File: config.mk
export PLATFORM = sky130hd
export DESIGN_NAME = secded_encoder_tx
export DESIGN_NICKNAME = d
export VERILOG_FILES = /design/src/rtl/secded_encoder_tx.sv
export SDC_FILE = /design/constraint.sdc
export NUM_CORES = 1
export LEC_CHECK = 0
export ABC_AREA = 0
export CORE_ASPECT_RATIO = 1.2
export CORE_MARGIN = 2
export CORE_UTILIZATION = 45
export CTS_CLUSTER_SIZE = 28
export DETAILED_ROUTE_END_ITERATION = 10
export PLACE_DENSITY = 0.78
export SLEW_MARGIN = 20
export SYNTH_ARGS = -nofsm -noshare
export SYNTH_HDL_FRONTEND = slang
export SYNTH_SLANG_ARGS = --single-unit
File: constraint.sdc
create_clock -name clock -period 5.4 [get_ports clock]
set_input_delay 1.08 -clock clock [delete_from_list [all_inputs] [get_ports clock]]
set_output_delay 1.08 -clock clock [all_outputs]
set_load 0.02 [all_outputs]
File: src/rtl/secded_encoder_tx.sv
// -----------------------------------------------------------------------------
// secded_encoder_tx
//
// Purpose:
//   Upstream half of the oscillator-control SECDED link. Accepts 8-bit data
//   words over a valid/ready handshake and buffers them in a small circular
//   FIFO. It encodes each word into a 13-bit extended-Hamming code word and
//   presents it on a registered valid/ready output.
//
// Build option:
//   SECDED_ERR_INJECT_EN - when defined, inj_arm captures inj_mask. The next
//   output-register load XORs that mask into the code word. When undefined,
//   the inj_* inputs are ignored and inj_armed is tied low.
//
// Parameters:
//   DEPTH  FIFO entries (power of two, >= 2)
//   CNT_W  width of the transmitted-word counter
//
// Ports:
//   clock       system clock, rising edge
//   reset_n     asynchronous active-low reset
//   in_data     data word to encode
//   in_valid    in_data valid
//   in_ready    block can accept a word (FIFO not full)
//   out_code    encoded 13-bit code word (registered)
//   out_valid   out_code valid
//   out_ready   downstream accepts out_code
//   inj_mask    bit-flip mask for the next loaded code word
//   inj_arm     one-cycle pulse that captures inj_mask
//   inj_armed   an injection is pending
//   word_count  completed output handshakes (wraps)
//   fifo_level  current FIFO occupancy
// -----------------------------------------------------------------------------
module secded_encoder_tx #(
  parameter int DEPTH = 4,
  parameter int CNT_W = 16
) (
  input  logic                       clock,
  input  logic                       reset_n,
  input  logic [7:0]                 in_data,
  input  logic                       in_valid,
  output logic                       in_ready,
  output logic [12:0]                out_code,
  output logic                       out_valid,
  input  logic                       out_ready,
  input  logic [12:0]                inj_mask,
  input  logic                       inj_arm,
  output logic                       inj_armed,
  output logic [CNT_W-1:0]           word_count,
  output logic [$clog2(DEPTH):0]     fifo_level
);

  localparam int AW = $clog2(DEPTH);
  localparam int LW = AW + 1;

  // Extended Hamming(13,8): data sits at the non-power-of-two positions.
  // Bit 0 carries even parity over the whole word.
  function automatic logic [12:0] secded_encode(input logic [7:0] d);
    logic [12:0] c;
    c      = '0;
    c[3]   = d[0];
    c[5]   = d[1];
    c[6]   = d[2];
    c[7]   = d[3];
    c[9]   = d[4];
    c[10]  = d[5];
    c[11]  = d[6];
    c[12]  = d[7];
    c[1]   = c[3] ^ c[5] ^ c[7] ^ c[9] ^ c[11];
    c[2]   = c[3] ^ c[6] ^ c[7] ^ c[10] ^ c[11];
    c[4]   = c[5] ^ c[6] ^ c[7] ^ c[12];
    c[8]   = c[9] ^ c[10] ^ c[11] ^ c[12];
    c[0]   = ^c[12:1];
    return c;
  endfunction

  // ---------------------------------------------------------------------------
  // FIFO state
  // ---------------------------------------------------------------------------
  logic [7:0]       mem [DEPTH];
  logic [AW-1:0]    wr_ptr_reg;
  logic [AW-1:0]    rd_ptr_reg;
  logic [LW-1:0]    level_reg;
  logic [LW-1:0]    level_next;

  logic [12:0]      code_reg;
  logic             valid_reg;
  logic [CNT_W-1:0] count_reg;

  logic             push;
  logic             load;
  logic             fifo_empty;
  logic [12:0]      inj_apply;

  assign fifo_empty = (level_reg == '0);
  // Ready depends on full only: a pop in the same cycle does not open a slot.
  assign in_ready   = (level_reg != LW'(DEPTH));
  assign push       = in_valid && in_ready;
  // The output register refills whenever it is empty or being drained.
  assign load       = !fifo_empty && (!valid_reg || out_ready);

  always_comb begin
    level_next = level_reg;
    case ({push, load})
      2'b10:   level_next = level_reg + LW'(1);
      2'b01:   level_next = level_reg - LW'(1);
      default: level_next = level_reg;
    endcase
  end

  // Storage has no reset so it maps onto plain RAM. The pointers and level
  // define which entries are live.
  always_ff @(posedge clock) begin
    if (push) begin
      mem[wr_ptr_reg] <= in_data;
    end
  end

  // The pointers are AW bits wide, so they wrap at DEPTH with no extra logic.
  always_ff @(posedge clock or negedge reset_n) begin
    if (!reset_n) begin
      wr_ptr_reg <= '0;
      rd_ptr_reg <= '0;
      level_reg  <= '0;
    end else begin
      if (push) wr_ptr_reg <= wr_ptr_reg + AW'(1);
      if (load) rd_ptr_reg <= rd_ptr_reg + AW'(1);
      level_reg <= level_next;
    end
  end

  // ---------------------------------------------------------------------------
  // Error injection
  // ---------------------------------------------------------------------------
`ifdef SECDED_ERR_INJECT_EN
  logic [12:0] mask_reg;
  logic        armed_reg;

  // A load consumes the arm that was pending before this edge. A coincident
  // arm wins, so it stays pending for the following load.
  always_ff @(posedge clock or negedge reset_n) begin
    if (!reset_n) begin
      mask_reg  <= '0;
      armed_reg <= 1'b0;
    end else if (inj_arm) begin
      mask_reg  <= inj_mask;
      armed_reg <= 1'b1;
    end else if (load) begin
      armed_reg <= 1'b0;
    end
  end

  assign inj_apply = armed_reg ? mask_reg : 13'd0;
  assign inj_armed = armed_reg;
`else
  logic unused_inj;
  assign unused_inj = ^{inj_mask, inj_arm};
  assign inj_apply  = 13'd0;
  assign inj_armed  = 1'b0;
`endif

  // ---------------------------------------------------------------------------
  // Output register and handshake counter
  // ---------------------------------------------------------------------------
  always_ff @(posedge clock or negedge reset_n) begin
    if (!reset_n) begin
      code_reg  <= '0;
      valid_reg <= 1'b0;
      count_reg <= '0;
    end else begin
      if (load) begin
        code_reg  <= secded_encode(mem[rd_ptr_reg]) ^ inj_apply;
        valid_reg <= 1'b1;
      end else if (out_ready) begin
        valid_reg <= 1'b0;
      end
      if (valid_reg && out_ready) begin
        count_reg <= count_reg + CNT_W'(1);
      end
    end
  end

  assign out_code   = code_reg;
  assign out_valid  = valid_reg;
  assign word_count = count_reg;
  assign fifo_level = level_reg;

endmodule

* Yosys cells after proc, flatten, opt, wreduce, memory -nomap -nowiden
Memory sizes are Yosys's and may differ from the RTL's.
Index checks and enable logic that the tools add are counted.
** Word-level totals
- Input bits :: 26
- Output and inout port bits :: 35
- Bits in writable memories :: 32
- Logic and storage cells :: 44
- Memories kept :: 1
- Register bits after elaboration :: 37
** Memories
- mem :: words 4, bits a word 8, rd ports 1, clocked after Yosys merged registers in 0, write ports 1, line 80 : logic [7:0] mem [DEPTH];
** Cells by class
- Reduce and logical (&&, ||, !) cells :: 10
- Eq/ne operators :: 3
- Add/sub/neg operators :: 5
- Mux-type cells :: 5
- Bitwise gates (word level) :: 14
** Operators by type and width (count)
- $add 16x1->16 const B :: 1
- $xor 1x1->1 :: 14
- $reduce_xor 12->1 :: 1
- $pmux 3 s2 :: 1
- $add 2x1->2 const B :: 2
- $mux 1 :: 4
- $reduce_bool 2->1 :: 2
- $add 3x1->3 const B :: 1
- $logic_and 1x1->1 :: 3
- $logic_not 3->1 :: 1
- $ne 3x3->1 const B :: 1
- $sub 3x1->3 const B :: 1
- $eq 2x1->1 const B :: 1
- $eq 2x2->1 const B :: 1
- $logic_not 1->1 :: 2
- $logic_or 1x1->1 :: 1

* Depth between registers and ports, before layout
An unclocked memory read counts as a cell.
- Depth after elaboration :: 6
- Depth in mapped cells :: 10
- Depth with buffers taken out :: 10

* Worst setup path after synthesis
Ideal clock, no wire load.
- Path kind :: input -> register
- From :: in out_ready
- To :: reg level_reg[2], in the netlist fifo_level[2]
- Arrival time :: 3.028 ns
- Setup time :: 0.080 ns
- Data required time :: 5.320 ns
- Cell stages on the path :: 9
- Setup slack :: 2.292 ns
- Path buffers :: 1
- Path through :: inv_1 -> a21oi_1 -> clkbuf_1 -> ha_1 -> inv_1 -> fa_1 -> xor2_1 -> nor2_1 -> xor2_1
** On the way
- Longest elaborated chain between the ends :: 4
- Elaborated cells between the ends (all ways) :: 6
- Those cells by class :: eq/ne (2); mux (1); reduce/logical (3)
** Ends and longest elaborated chain
- from (decl) :: line 45 : input logic out_ready,
- $logic_or 1x1->1 (*) :: line 100 : assign load = !fifo_empty && (!valid_reg || out_ready);
- $logic_and 1x1->1 (*) :: line 100
- named net load :: line 91 : logic load;
- $eq 2x1->1 or $eq 2x2->1 (tied branches) :: line 104 : case ({push, load})
- $pmux 3 s2 or $reduce_bool 2->1 (tied branches)
- to (signal assigned) :: line 128 : level_reg <= level_next;
- to (decl) :: line 83 : logic [LW-1:0] level_reg;
Mark *: on every way through the listed nets, which the timed path passes. The rest lies on a longest branch.
A chain may end at the register's enable or synchronous reset.

* Worst setup path in the final report
- From :: in out_ready
- To :: reg level_reg[2], in the netlist fifo_level[2]
** On the way
- Longest elaborated chain between the ends :: 4
- Elaborated cells between the ends (all ways) :: 6
- Those cells by class :: eq/ne (2); mux (1); reduce/logical (3)
** Ends and longest elaborated chain (line)
- $logic_or 1x1->1 (*) :: 100
- $logic_and 1x1->1 (*) :: 100
- $eq 2x1->1 or $eq 2x2->1 (tied branches) :: 104
- $pmux 3 s2 or $reduce_bool 2->1 (tied branches)
Mark *: on every way between the ends. The rest lies on a longest branch, timed or not.

==> flow_metrics.tcl <==
set metrics [dict create \
    clk_pin_slew_ps 70 \
    rsz0062_at_grt "no" \
    synthCells 184 \
    synthDistinctLibCells 29 \
    yosys-top-cells-count "dfrtp_1 (37), edfxtp_1 (32), xnor2_1 (20)" \
    endpoint_kind "flip-flop" \
    coreArea_mm2 0.006366 \
    combinationalPowerShare_pct 45.4 \
    min_path_type "flip-flop to flip-flop" \
    sw_frac_of_total_pct 33.07 \
    ff_latch_area_mm2 0.001887 \
    insertion_delay_ps 330 \
    num_io_pins 61 \
    finalCriticalPeriod_ps 2849 \
    syn_area_per_cell_um2 15.92 \
    finalHoldViolCount 0 \
    start_util_pct 46.01 \
    finClkSkew_ps 6.041 \
    drtPass1Iterations 4 \
    irDropWorstVdd_uv 266.0 \
    routed_wl_um 4664 \
    slew_viol_final 0 \
    grt_pass1_wl_um 8045 \
    antenna_found_initial 0 \
    netSwitchingPower_uw 768.0 \
    critPathMaxFanout 19 \
    die_area_mm2 0.007173 \
    synth_edf_count 32 \
    final_util_pct 57.53 \
    ys_warn_count 0 \
    vias 1596 \
    cts.sinks 69 \
    max_clock_freq_mhz 351.0 \
    required_ps 5660 \
    start_kind "primary input" \
    multi_input_area_um2 972.2 \
    synth_nets 217 \
    core.rowCount 32 \
    gp_congestion 0.7448 \
    power.internal_mw 1.554 \
    post_drt_wl_per_cell_um 14.26 \
    post-cts-setup-buffers 0 \
    yosys-top-cells-area "edfxtp_1 (33%), dfrtp_1 (32%), xnor2_1 (6.0%)" \
    drive_gt1_share_pct 15.70 \
    syn_area_mm2 0.002929 \
    cts_tree "built" \
    clockBufferDepth 2 \
    holdBufCountCts 0 \
    slew_headroom_pct 39.73 \
    synth_top_area_share_pct 32.81 \
    cts-root-buf "clkbuf_8" \
    drtIter0Drc 50 \
    area_growth_pct 25.03 \
    setup_slack_ps 2551 \
    ys_seq_area_share_pct 64.42 \
    grt.total_usage_pct 14.91 \
    grt_max_degree 38 \
    status "completed" \
    synth.most_common_cell "dfrtp_1" \
    synthArstFlopShare_pct 53.62 \
    largest_reg_flops 32 \
    antenna_left 0 \
    grt_pass1_vias 1667 \
    timing.hold.ws_ps 467.5 \
    drcViolationCount 0 \
    dieHeight_um 92.38 \
    synth_seq_cells 69 \
    place_ws_ps 2198 \
    die_w_um 77.65 \
    port_buffers 45 \
    top_register "mem" \
    fin_setup_tns_ps 0 \
    via_per_inst 4.881 \
    yosys.area.top_type "edfxtp_1" \
    power.leakage_nw 1.481 \
    cp.arrival_ps 3100 \
    synth_flop_cell "dfrtp_1" \
    htreeDepth 3 \
    fin_nets 270 \
    diodes 0 \
    worstMarginPinSlew_ps 904.1 \
    fillCellCount 501 \
    finalSetupViolCount 0 \
    dpl.hpwl_um 3284 \
    cts_resized 0 \
    p_seq_share_pct 36.1 \
    fin_crit_sh_pct 52.76 \
    power-per-cell-area_mw_per_mm2 634.1 \
    gr-total-overflow 0 \
    drv_cap 0 \
    p_clk_share_pct 18.4 \
    crit_type "primary input to flip-flop" \
    cts_buffers 9 \
]
-- path summary, 6_finish.rpt --
kind,from,to,slack (ps),depth (start not counted)
min reg2reg,word_count[15],word_count[15],470,1
max in group asynchronous,reset_n,out_valid,3970,1
min,word_count[15],word_count[15],470,1
min in group asynchronous,reset_n,word_count[9],860,1
max,out_ready,fifo_level[2],2550,10
max reg2reg,rd_ptr_reg[0],out_code[0],3010,5
-- per-stage QoR --
step / instances / instance area, µm² / total power, mW
after floorplan: 184 / 2929 / 1.612
after global placement: 311 / 3452 / 1.897
after detailed placement: 311 / 3452 / 1.920
after CTS: 327 / 3662 / 2.356
after global routing: 327 / 3662 / 2.465
final: 327 / 3662 / 2.322
-- cell type report --
type / count / share of cell area (%)
Clock buffer: 13 / 4.612
Clock inverter: 3 / 1.127
Inverter: 9 / 0.9224
Multi-Input combinational cell: 102 / 26.55
Sequential cell: 69 / 51.52
Tap cell: 85 / 2.904
Timing Repair Buffer: 46 / 12.37
-- cell usage in the layout, fill, tap and decap left out, drive strengths merged, types with 2 or more instances in the layout --
master / netlist / routed
nor3: 2 / 2
nand2: 7 / 7
and3: 7 / 7
ha: 6 / 6
clkdlybuf4s50: 0 / 44
nor2: 6 / 6
mux2: 11 / 11
a21oi: 4 / 4
nand3: 6 / 6
mux4: 8 / 8
inv: 9 / 10
and2: 2 / 2
edfxtp: 32 / 32
clkbuf: 2 / 14
dfrtp: 37 / 37
o21ai: 2 / 2
xnor3: 2 / 2
nand4: 3 / 3
xor2: 9 / 9
xnor2: 23 / 23
-- worst max-delay path, cell delays in order --
cell,delay [ps]
clkdlybuf4s50_1,510
inv_1,50
a21oi_1,140
buf_4,270
ha_1,230
inv_1,60
fa_1,370
xor2_1,150
nor2_1,110
xor2_1,140
-- power groups by stage --
stage          sequential [mW]  clock, mW  combinational, mW
2_1_floorplan            0.911          0              0.701
5_1_grt                  0.865      0.461               1.14
3_5_place_dp             0.852          0               1.07
6_report                 0.839      0.428               1.05
4_1_cts                  0.843      0.438               1.07
3_3_place_gp             0.848          0               1.05
-- routing by layer --
metal  global-route usage [%]  share of wire (%)
met5                        0                  0
met4                    7.589                1.5
met3                    4.386                3.8
met2                    23.92                 51
met1                    18.30                 44
-- cells by family after synthesis --
| family | count (synthesis) | synth area share (%) |
|---|---|---|
| xor gates and xnor gates | 34 | 11.92 |
| and+or+nand+nor | 34 | 5.895 |
| adders and majority gates | 7 | 3.246 |
| AOI/OAI and AO/OA | 6 | 1.025 |
| buffers and inverters | 13 | 2.392 |
| other | 1 | 0.1280 |
| muxes | 20 | 10.98 |
| DFF | 69 | 64.42 |
(Power assumes the default switching activity.)
